`config.mk`:
```
export PLATFORM = sky130hd
export DESIGN_NAME = hazard_scoreboard
export DESIGN_NICKNAME = d
export VERILOG_FILES = /design/src/rtl/hazard_pkg.sv /design/src/rtl/hazard_operand_check.sv /design/src/rtl/hazard_scoreboard.sv
export SDC_FILE = /design/constraint.sdc
export NUM_CORES = 1
export LEC_CHECK = 0
export ABC_AREA = 1
export BUFFER_PORTS_ARGS = -buffer_cell sky130_fd_sc_hd__buf_2
export CORE_AREA = 4 4 73 62
export CTS_CLUSTER_DIAMETER = 200
export DETAILED_ROUTE_END_ITERATION = 10
export DIE_AREA = 0 0 77 66
export GPL_ROUTABILITY_DRIVEN = 0
export PLACE_DENSITY = 0.81
export SYNTH_ARGS = -nofsm -noshare
export SYNTH_HDL_FRONTEND = slang
export SYNTH_SLANG_ARGS = --single-unit
```
`constraint.sdc`:
```
create_clock -name clk -period 5.15 [get_ports clk]
set_input_delay 1.03 -clock clk [delete_from_list [all_inputs] [get_ports clk]]
set_output_delay 1.03 -clock clk [all_outputs]
set_load 0.05 [all_outputs]
```
`src/rtl/hazard_pkg.sv`:
```
// Shared hazard-control definitions: forwarding select codes, T_new classes,
// the scoreboard entry layout and small entry helpers.
package hazard_pkg;

    localparam int SB_REG_W = 5;
    localparam int SB_T_W   = 2;

    localparam logic [1:0] FWD_NONE = 2'd0;
    localparam logic [1:0] FWD_E    = 2'd1;
    localparam logic [1:0] FWD_M    = 2'd2;
    localparam logic [1:0] FWD_W    = 2'd3;

    localparam logic [SB_T_W-1:0] T_NEW_ALU  = 2'd1;
    localparam logic [SB_T_W-1:0] T_NEW_LOAD = 2'd2;
    localparam logic [SB_T_W-1:0] T_NEW_LINK = 2'd0;

    typedef struct packed {
        logic                valid;
        logic [SB_REG_W-1:0] a3;
        logic [SB_T_W-1:0]   tnew;
    } sb_entry_t;

    // tnew counts down one per stage and parks at zero instead of wrapping.
    function automatic logic [SB_T_W-1:0] tnewDec(input logic [SB_T_W-1:0] t);
        return (t == '0) ? '0 : t - 1'b1;
    endfunction

    function automatic logic isWriter(input sb_entry_t e);
        return e.valid && (e.a3 != '0);
    endfunction

endpackage

```
`src/rtl/hazard_operand_check.sv`:
```
// Per-operand hazard check: finds the nearest writer of one register among
// E, M and W and decides between stalling, forwarding or reading the GRF.
module hazard_operand_check
    import hazard_pkg::*;
(
    input  logic [SB_REG_W-1:0] i_idx,
    input  logic [SB_T_W-1:0]   i_tUse,
    input  sb_entry_t           i_entE,
    input  sb_entry_t           i_entM,
    input  sb_entry_t           i_entW,
    output logic                o_stallReq,
    output logic [1:0]          o_fwdSel
);

    logic w_hitE;
    logic w_hitM;
    logic w_hitW;

    assign w_hitE = isWriter(i_entE) && (i_entE.a3 == i_idx);
    assign w_hitM = isWriter(i_entM) && (i_entM.a3 == i_idx);
    assign w_hitW = isWriter(i_entW) && (i_entW.a3 == i_idx);

    // The nearest matching stage decides alone; a not-yet-ready nearer writer
    // hides any older copy so a stale value is never forwarded.
    always_comb begin
        o_stallReq = 1'b0;
        o_fwdSel   = FWD_NONE;
        if (i_idx != '0) begin
            if (w_hitE) begin
                o_stallReq = i_entE.tnew > i_tUse;
                if (i_entE.tnew == '0) o_fwdSel = FWD_E;
            end else if (w_hitM) begin
                o_stallReq = i_entM.tnew > i_tUse;
                if (i_entM.tnew == '0) o_fwdSel = FWD_M;
            end else if (w_hitW && (i_entW.tnew == '0)) begin
                o_fwdSel = FWD_W;
            end
        end
    end

endmodule

```
`src/rtl/hazard_scoreboard.sv`:
```
// Five-stage pipeline hazard controller: tracks the E/M/W writers in a shift
// scoreboard and derives the F/D stall plus D- and E-stage forwarding selects.
module hazard_scoreboard
    import hazard_pkg::*;
#(
    parameter int REG_W = SB_REG_W,
    parameter int T_W   = SB_T_W
)
(
    input  logic             clk,
    input  logic             reset_n,
    input  logic [REG_W-1:0] rs_d,
    input  logic [REG_W-1:0] rt_d,
    input  logic [T_W-1:0]   t_use_rs_d,
    input  logic [T_W-1:0]   t_use_rt_d,
    input  logic [T_W-1:0]   t_new_d,
    input  logic [REG_W-1:0] a3_d,
    input  logic             we_d,
    output logic             stall,
    output logic [1:0]       fwd_rs_d,
    output logic [1:0]       fwd_rt_d,
    output logic [1:0]       fwd_rs_e,
    output logic [1:0]       fwd_rt_e
);

    sb_entry_t        r_sbE;
    sb_entry_t        r_sbM;
    sb_entry_t        r_sbW;
    logic [REG_W-1:0] r_rsE;
    logic [REG_W-1:0] r_rtE;
    logic [T_W-1:0]   r_tUseRsE;
    logic [T_W-1:0]   r_tUseRtE;

    logic             w_stallRs;
    logic             w_stallRt;
    logic             w_unusedStallRsE;
    logic             w_unusedStallRtE;
    sb_entry_t        w_entEMasked;

    assign w_entEMasked = '0;
    assign stall        = w_stallRs | w_stallRt;

    // On a stall the decoder holds D, so E takes a bubble while M and W drain.
    always_ff @(posedge clk or negedge reset_n) begin
        if (!reset_n) begin
            r_sbE     <= '0;
            r_sbM     <= '0;
            r_sbW     <= '0;
            r_rsE     <= '0;
            r_rtE     <= '0;
            r_tUseRsE <= '0;
            r_tUseRtE <= '0;
        end else begin
            r_sbW <= '{valid: r_sbM.valid, a3: r_sbM.a3, tnew: tnewDec(r_sbM.tnew)};
            r_sbM <= '{valid: r_sbE.valid, a3: r_sbE.a3, tnew: tnewDec(r_sbE.tnew)};
            if (stall) begin
                r_sbE     <= '0;
                r_rsE     <= '0;
                r_rtE     <= '0;
                r_tUseRsE <= '0;
                r_tUseRtE <= '0;
            end else begin
                r_sbE     <= '{valid: we_d, a3: a3_d, tnew: t_new_d};
                r_rsE     <= rs_d;
                r_rtE     <= rt_d;
                r_tUseRsE <= t_use_rs_d;
                r_tUseRtE <= t_use_rt_d;
            end
        end
    end

    hazard_operand_check u_checkRsD (
        .i_idx      (rs_d),
        .i_tUse     (t_use_rs_d),
        .i_entE     (r_sbE),
        .i_entM     (r_sbM),
        .i_entW     (r_sbW),
        .o_stallReq (w_stallRs),
        .o_fwdSel   (fwd_rs_d)
    );

    hazard_operand_check u_checkRtD (
        .i_idx      (rt_d),
        .i_tUse     (t_use_rt_d),
        .i_entE     (r_sbE),
        .i_entM     (r_sbM),
        .i_entW     (r_sbW),
        .o_stallReq (w_stallRt),
        .o_fwdSel   (fwd_rt_d)
    );

    // E operands only look older than themselves, so the E slot is blanked.
    hazard_operand_check u_checkRsE (
        .i_idx      (r_rsE),
        .i_tUse     (r_tUseRsE),
        .i_entE     (w_entEMasked),
        .i_entM     (r_sbM),
        .i_entW     (r_sbW),
        .o_stallReq (w_unusedStallRsE),
        .o_fwdSel   (fwd_rs_e)
    );

    hazard_operand_check u_checkRtE (
        .i_idx      (r_rtE),
        .i_tUse     (r_tUseRtE),
        .i_entE     (w_entEMasked),
        .i_entM     (r_sbM),
        .i_entW     (r_sbW),
        .o_stallReq (w_unusedStallRtE),
        .o_fwdSel   (fwd_rt_e)
    );

endmodule

```
==> out/results.txt, run 1 <==
Final Hold Viols - 0
Pre-antenna DRT Iters - 4
Final setup viols - 0
Min-Delay Path Class - reg2reg
critical path capture point type - primary output
commonest non-fill, non-tap cells in the layout - nand2_1 (51), inv_1 (39), dfrtp_1 (34)
fin nets - 344
CP delay by family, top - buffers and inverters
WS Path Type - in2out
Clock Path Buffers - 2
post-DP HPWL - 3.68 mm
Required @ worst endpoint - 4.12 ns
final worst slack - 1.69 ns
grt peak-use layer - met2
outcome - finished clean
largest net degree at the start of global routing - 35
max-slew violations - 0
slowest cell delay on critical path - 0.32 ns
Max Cap Viol - 0
slew margin rel. - 53.1%
first-pass GRT wire length - 7.69 mm
crit-path max FO - 19
Place WS - 1.69 ns
CTS tree - built
htree depth - 2
Final Skew - 0.00757 ns
layout cells sized above 1 - 20.8%
Period minus WS final - 3.46 ns
Leak - 1.31 nW
die height - 66 um
Startpoint Class - input port
gr usage total - 19.6%
met2 usage - 32.4%
Routed wire per std cell - 12.7 um
final cycle utilization of the critical path - 67.2%
die area - 5080 um^2
CP cell instances - buf_2 -> inv_1 -> nand2_1 -> a21oi_1 -> nand3_2 -> nand2_1 -> nand2_2 -> nand2_4 -> buf_2
I/O pins - 33
Syn-to-layout area delta - 11.6%
Filler cells - 307
Post-Syn Area - 2190 um^2
die extent in x - 77 um
clk root buf - clkbuf_8
Max VDD drop - 0.000228 V
Via density - 5.20
CP max-delay cell - buf_2
setup repair after global routing missed its margin - false
Clk pin slew, worst setup/hold paths - 0.06 ns
syn nets - 313
clk_lat worst skew - 0.29 ns
antenna violations before repair - 0
DR iter-0 viols - 103
number of antenna diodes - 0
DRC errors left - 0
clk sinks - 34
cts bufs inserted - 5
Setup TNS - 0 ns
Cells after Synth - 281
vias after detailed routing - 1857
Max Clk Rate - 0.289 GHz
Total Wirelength - 4.53 mm
sequential-to-total area share from yosys stat - 38.8%
post-route ant nets - 0
pwr dens - 274 nW/um^2
CP bufs+invs - 3
crit path DAT - 2.43 ns
Post-Syn Area per Cell - 7.80 um^2
buffer count from post-CTS setup fixing - 0
number of I/O port buffers - 32
GRT met1 Usage - 25.1%
initial core utilization - 58.8%
#FFs+latches synth - 34
worst slew pin tran - 0.704 ns
CTS resizes - 0
met3 Use GR - 3.81%
row count - 20
most common cell after layout, fill and taps aside - nand2_1
post-synth cell types - 29
core area - 3730 um^2
Yosys Warn Count - 0
GRT overflow - 0
hold buffer count at CTS - 0
vias in the first global route - 1789
final cells by class:
class,count,area [um^2],area share [%]
Inverter,45,169,6.91
Clock buffer,8,110,4.50
Sequential cell,34,851,34.8
Tap cell,44,55.1,2.25
Timing Repair Buffer,32,160,6.55
Multi-Input combinational cell,194,1100,45.0
cell families after synthesis:
kind of cell             Yosys count  share of synthesized area (%)
AND/OR/NAND/NOR                  130                           27.5
buffers and inverters             53                           11.0
flip-flops                        34                           38.8
XOR/XNOR                          30                           12.0
AO/OA/AOI/OAI                     26                           6.11
adder cells (fa/ha/maj)            8                           4.57
final timing paths:
kind                                    startpoint                 end  slack (ns)  cells after the start
max in group asynchronous                  reset_n  r_sbM[0]$_DFF_PN0_        3.91                      1
worst max register to register  r_sbM[4]$_DFF_PN0_  r_rsE[3]$_DFF_PN0_        3.50                      9
worst min register to register  r_sbE[7]$_DFF_PN0_  r_sbM[7]$_DFF_PN0_        0.37                      0
worst max-delay path                       rt_d[2]               stall        1.69                      9
worst min-delay path            r_sbE[7]$_DFF_PN0_  r_sbM[7]$_DFF_PN0_        0.37                      0
min in group asynchronous                  reset_n  r_sbW[5]$_DFF_PN0_        0.79                      1
through the flow:
stage / instance area [um^2] / power, mW / std cells / hold WS, ns / util (%)
after floorplan: 2190 / 0.413 / 281 / 0.351 / -
after global placement: 2330 / 0.448 / 349 / 0.360 / 62.6
after detailed placement: 2330 / 0.451 / 349 / 0.361 / 62.6
after CTS: 2440 / 0.675 / 357 / 0.377 / 65.6
after global routing: 2440 / 0.711 / 357 / 0.382 / 65.6
final: 2440 / 0.669 / 357 / 0.374 / 65.6
power by group:
| group | total [mW] | switching, mW | internal (mW) |
|---|---|---|---|
| Clock | 0.223 | 0.0878 | 0.135 |
| Sequential | 0.312 | 0.0252 | 0.287 |
| Combinational | 0.135 | 0.0815 | 0.0531 |
| Total | 0.669 | 0.195 | 0.474 |
cells in the mapped netlist:
cell type,n,area [um^2]
a21oi_1,16,80.1
a22oi_1,1,7.51
buf_4,2,15.0
buf_6,3,33.8
buf_8,1,15.0
clkbuf_1,2,7.51
dfrtp_1,34,851
ha_1,8,100
inv_1,39,146
inv_2,6,22.5
nand2_1,51,191
nand2_2,3,18.8
nand2_4,1,11.3
nand3_1,12,60.1
nand3_2,1,10.0
nand3b_1,2,15.0
nand4_1,8,50.1
nor2_1,32,120
nor2_2,11,68.8
nor3_1,3,15.0
nor3_2,1,10.0
nor3b_1,1,7.51
nor4_1,2,12.5
o21ai_0,7,35.0
o21ai_1,1,5.00
o22ai_1,1,6.26
or2_2,2,12.5
xnor2_1,11,96.3
xor2_1,19,166
registers in the layout, indices dropped and copies added (netlist names):
signal,flops
r_rtE,5
r_rsE,5
r_sbW,8
r_sbE,8
r_sbM,8
worst register-to-register path, stage by stage, from the launching register on:
cell	delay, ns
dfrtp_1	0.53
nor2_1	0.09
nand3_1	0.11
nand2_2	0.10
nor2_2	0.16
nand3_1	0.08
nand2_1	0.08
nand2_2	0.07
nand2_4	0.22
nor2_1	0.09
per-layer routing:
metal  vias to the layer above  wire, um
met5                         -         0
met2                        50      2110
li1                        936         -
met4                         0        76
met3                         9       275
met1                       862      2070
Note: power is estimated with default switching activity, not from simulation.
==> inputs of run 2 (changes only) <==
CORE_AREA = 4 4 75 63   (was 4 4 73 62)
DIE_AREA = 0 0 79 67   (was 0 0 77 66)
PLACE_DENSITY = 0.78   (was 0.81)
clock period = 3.3 ns   (was 5.15 ns; I/O delays follow)
==> out/results.txt, run 2 (same netlist as run 1, synthesis figures left out) <==
Via density - 5.01 (-3.7%)
Required @ worst endpoint - 2.64 ns (-1.48 ns)
antenna violations before repair - 0 (unchanged)
Pre-antenna DRT Iters - 4 (unchanged)
GRT overflow - 0 (unchanged)
Setup TNS - 0 ns (unchanged)
I/O pins - 33 (unchanged)
count of non-filler cells in the finished layout - 369 (+3.4%)
clk root buf - clkbuf_8
cts bufs inserted - 5 (unchanged)
Hold WS - 0.389 ns (+0.0150 ns)
Startpoint Class - flip-flop
Syn-to-layout area delta - 10.8%
most common cell after layout, fill and taps aside - nand2_1
gr usage total - 19.0% (-0.54 points)
Final Hold Viols - 0 (unchanged)
WS Path Type - reg2out
final instance area - 2430 um^2 (-0.72%)
CP delay by family, top - simple AND/OR/NAND/NOR gates
die area - 5290 um^2 (+4.2%)
Inst Count DP - 362 (+3.7%)
placed cell areas - 2350 um^2 (+0.70%)
setup repair after global routing missed its margin - false
crit-path max FO - 19 (unchanged)
CP max-delay cell - dfrtp_1
vias after detailed routing - 1849 (-0.43%)
Total Wirelength - 4.59 mm (+1.2%)
htree depth - 2 (unchanged)
final cycle utilization of the critical path - 83.4%
DR iter-0 viols - 192 (+86%)
post-route ant nets - 0 (unchanged)
die extent in x - 79 um (+2.6%)
number of I/O port buffers - 32 (unchanged)
commonest non-fill, non-tap cells in the layout - nand2_1 (51), inv_1 (39), dfrtp_1 (34)
layout cells sized above 1 - 19.9% (-0.89 points)
outcome - finished clean
clk sinks - 34 (unchanged)
vias in the first global route - 1626 (-9.1%)
fin nets - 344 (unchanged)
buffer count from post-CTS setup fixing - 0 (unchanged)
Period minus WS final - 2.75 ns
Routed wire per std cell - 12.4 um (-2.1%)
Clock Path Buffers - 2 (unchanged)
first-pass GRT wire length - 7.47 mm (-2.8%)
largest net degree at the start of global routing - 35 (unchanged)
CP bufs+invs - 1 (-2)
initial core utilization - 54.1% (-4.6 points)
Min-Delay Path Class - reg2reg
Max VDD drop - 0.000304 V (+33%)
worst slew pin tran - 0.711 ns (+0.00739 ns)
clk_lat worst skew - 0.29 ns (about the same)
hold buffer count at CTS - 0 (unchanged)
number of antenna diodes - 0 (unchanged)
die height - 67 um (+1.5%)
Clk pin slew, worst setup/hold paths - 0.06 ns (about the same)
Regs by FF count - r_sbE (8), r_sbM (8), r_sbW (8)
slowest cell delay on critical path - 0.55 ns (+0.23 ns)
core area - 4050 um^2 (+8.5%)
row count - 21 (+5.0%)
CTS tree - built
Max Cap Viol - 0 (unchanged)
Leak - 1.29 nW (-1.5%)
slew margin rel. - 52.6% (-0.49 points)
CP cell instances - nor2_1 -> nand3_1 -> nand2_2 -> nor2_2 -> nand3_1 -> nand2_1 -> nand2_2 -> nand2_4 -> buf_2
Max Clk Rate - 0.363 GHz
Final Skew - 0.00653 ns (-0.00104 ns)
crit path DAT - 2.09 ns (-0.34 ns)
post-DP HPWL - 3.67 mm (about the same)
pwr dens - 404 nW/um^2 (+48%)
max-slew violations - 0 (unchanged)
DRC errors left - 0 (unchanged)
Final setup viols - 0 (unchanged)
critical path capture point type - primary output
CTS resizes - 0 (unchanged)
## run 2: report_power, final
part	internal [mW]	switching [mW]
Combinational	0.0828	0.127
Clock	0.145	0.139
Sequential	0.447	0.0399
## run 2: through the flow
step | power (mW) | setup slack, ns | util, %
detailed placement | 0.704 | 0.568 | 58.1
finish | 0.981 | 0.548 | 60.0
global placement | 0.700 | 0.583 | 58.1
global route | 1.04 | 0.397 | 60.0
CTS | 0.988 | 0.544 | 60.0
floorplan | 0.645 | 0.550 | -
## run 2: routing by layer
metal  part of all wire (%)  track usage, %  routed length [um]
met2                     44            28.8                2030
met3                    9.0            6.08                 414
met4                    1.9            6.65                  87
met5                      0               0                   0
met1                     45            25.6                2060
## run 2: layout make-up
cell class / count / area [um^2]
flip-flops and latches: 34 / 851
multi-input cells: 194 / 1100
clock buffers: 7 / 76.3
repair buffers: 32 / 160
well taps: 57 / 71.3
fillers: 380 / 1620
inverters: 45 / 169
## run 2: path summary, 6_finish.rpt
kind	depth (start not counted)	startpoint	slack (ns)	end
worst max-delay path	9	r_sbM[4]$_DFF_PN0_	0.55	stall
worst min-delay path	0	r_sbE[7]$_DFF_PN0_	0.39	r_sbM[7]$_DFF_PN0_
worst max register to register	9	r_sbM[4]$_DFF_PN0_	1.63	r_rsE[4]$_DFF_PN0_
worst min register to register	0	r_sbE[7]$_DFF_PN0_	0.39	r_sbM[7]$_DFF_PN0_
max in group asynchronous	1	reset_n	2.42	r_sbM[2]$_DFF_PN0_
min in group asynchronous	1	reset_n	0.42	r_sbW[0]$_DFF_PN0_
## run 2: worst register-to-register path, delay by kind of cell, from the launching register on
family / cells / cell delay (ns)
flops: 1 / 0.55
simple gates: 9 / 1.00
==> inputs of run 3 (changes only) <==
clock period = 2.6 ns   (was 3.3 ns; I/O delays follow)
==> out/results.txt, run 3 (same netlist as run 1, synthesis figures left out) <==
outcome - finished clean
I/O pins - 33 (unchanged)
Pwr Total - 1.28 mW (+31%)
layout cells sized above 1 - 21.0% (+1.1 points)
Final setup viols - 0 (unchanged)
WS Path Type - reg2out
die height - 67 um (unchanged)
Max Clk Rate - 0.415 GHz
post-route ant nets - 0 (unchanged)
vias after detailed routing - 1873 (+1.3%)
Required @ worst endpoint - 2.08 ns (-0.56 ns)
sw power - 0.396 mW (+29%)
Pre-antenna DRT Iters - 4 (unchanged)
DRC errors left - 0 (unchanged)
critical path capture point type - primary output
clock power share - 30.5% (+1.6 points)
Filler cells - 383 (+0.79%)
Syn-to-layout area delta - 12.1%
Switching Share - 30.8% (-0.33 points)
antenna violations before repair - 0 (unchanged)
Setup TNS - 0 ns (unchanged)
GRT overflow - 0 (unchanged)
largest net degree at the start of global routing - 35 (unchanged)
die area - 5290 um^2 (unchanged)
sequential power share - 48.2% (-1.5 points)
Leak - 1.30 nW (+1.2%)
Clock Path Buffers - 2 (unchanged)
core area - 4050 um^2 (unchanged)
pwr dens - 522 nW/um^2 (+29%)
Total Wirelength - 4.74 mm (+3.4%)
number of antenna diodes - 0 (unchanged)
final worst slack - 0.187 ns (-0.360 ns)
row count - 21 (unchanged)
Min-Delay Path Class - in2async
slew margin rel. - 52.3% (-0.27 points)
final cycle utilization of the critical path - 92.8%
clk root buf - clkbuf_8
number of I/O port buffers - 32 (unchanged)
CTS tree - built
Startpoint Class - flip-flop
most common cell after layout, fill and taps aside - nand2_1
Clk pin slew, worst setup/hold paths - 0.06 ns (about the same)
Via density - 5.05 (+0.75%)
post-DP HPWL - 3.75 mm (+2.1%)
cts bufs inserted - 5 (unchanged)
Final Hold Viols - 0 (unchanged)
Combinational Power Share - 21.3% (about the same)
gr usage total - 20.5% (+1.5 points)
clk sinks - 34 (unchanged)
vias in the first global route - 1820 (+12%)
Max VDD drop - 0.000349 V (+15%)
crit path DAT - 1.89 ns (-0.20 ns)
final core utilization - 60.7% (+0.71 points)
Max Cap Viol - 0 (unchanged)
buffer count from post-CTS setup fixing - 0 (unchanged)
commonest non-fill, non-tap cells in the layout - nand2_1 (51), inv_1 (39), dfrtp_1 (34)
fin nets - 345 (+0.29%)
Routed wire per std cell - 12.8 um (+2.9%)
Hold WS - 0.276 ns (-0.112 ns)
crit-path max FO - 7 (-12)
worst slew pin tran - 0.715 ns (+0.00399 ns)
initial core utilization - 54.1% (unchanged)
DR iter-0 viols - 110 (-43%)
max-slew violations - 0 (unchanged)
setup repair after global routing missed its margin - false
P_int - 0.887 mW (+31%)
clk_lat worst skew - 0.29 ns (about the same)
Period minus WS final - 2.41 ns
Place WS - 0.318 ns (-0.249 ns)
Final Skew - 0.00465 ns (-0.00188 ns)
first-pass GRT wire length - 8.10 mm (+8.4%)
die extent in x - 79 um (unchanged)
Regs by FF count - r_sbE (8), r_sbM (8), r_sbW (8)
htree depth - 2 (unchanged)
## run 3: cell count changes in the layout (fill, tap and decap cells not counted), sizes merged
cell	delta
buf	+1
clkinv	+1
## run 3: cell type report
cell class | count | area, um^2 | share of cell area (%)
multi-input cells | 194 | 1110 | 45.0
flip-flops and latches | 34 | 851 | 34.6
inverters | 45 | 169 | 6.88
repair buffers | 33 | 168 | 6.83
clock buffers | 7 | 86.3 | 3.52
well taps | 57 | 71.3 | 2.90
clock inverters | 1 | 5.00 | 0.204
## run 3: path summary, 6_finish.rpt
path | startpoint | end | slack (ns) | depth (start not counted)
worst max-delay path | r_sbM[4]$_DFF_PN0_ | fwd_rs_e[1] | 0.19 | 7
worst min register to register | r_sbE[7]$_DFF_PN0_ | r_sbM[7]$_DFF_PN0_ | 0.38 | 0
worst min-delay path | reset_n | r_sbW[1]$_DFF_PN0_ | 0.28 | 1
min in group clk | r_sbE[7]$_DFF_PN0_ | r_sbM[7]$_DFF_PN0_ | 0.38 | 0
worst max register to register | r_sbE[1]$_DFF_PN0_ | r_rsE[3]$_DFF_PN0_ | 0.77 | 9
max in group asynchronous | reset_n | r_sbM[6]$_DFF_PN0_ | 1.85 | 1
## run 3: worst max-delay path, cell delays in order, from the launching register on
cell     delay (ns)
dfrtp_1        0.55
nor2_1         0.10
nand3_1        0.11
nand2_2        0.10
nor4_2         0.31
nand2_1        0.09
o21ai_1        0.08
buf_2          0.27
## run 3: power by group through the flow
stage               clock, mW  combinational, mW  sequential, mW
floorplan                   0              0.217           0.602
global placement            0              0.266           0.626
detailed placement          0              0.271           0.628
CTS                     0.401              0.273           0.618
global route            0.427              0.311           0.625
finish                  0.392              0.273           0.619
## run 3: repair_timing
item | CTS | global route
gates resized for setup | 0 | 1
hold buffers | 0 | 0
endpoints found under the setup margin | 0 | 1
## run 3: metrics by stage
stage | area (um^2) | cells
floorplan | 2190 | 281
global placement | 2360 | 363
detailed placement | 2360 | 363
CTS | 2450 | 371
global route | 2460 | 371
finish | 2460 | 371
## run 3: metal layers
layer / vias up / GRT usage [%] / wire, um
met4: 0 / 8.15 / 99
li1: 937 / - / -
met1: 866 / 26.3 / 2170
met2: 58 / 32.7 / 2150
met3: 12 / 6.08 / 323
met5: - / 0 / 0
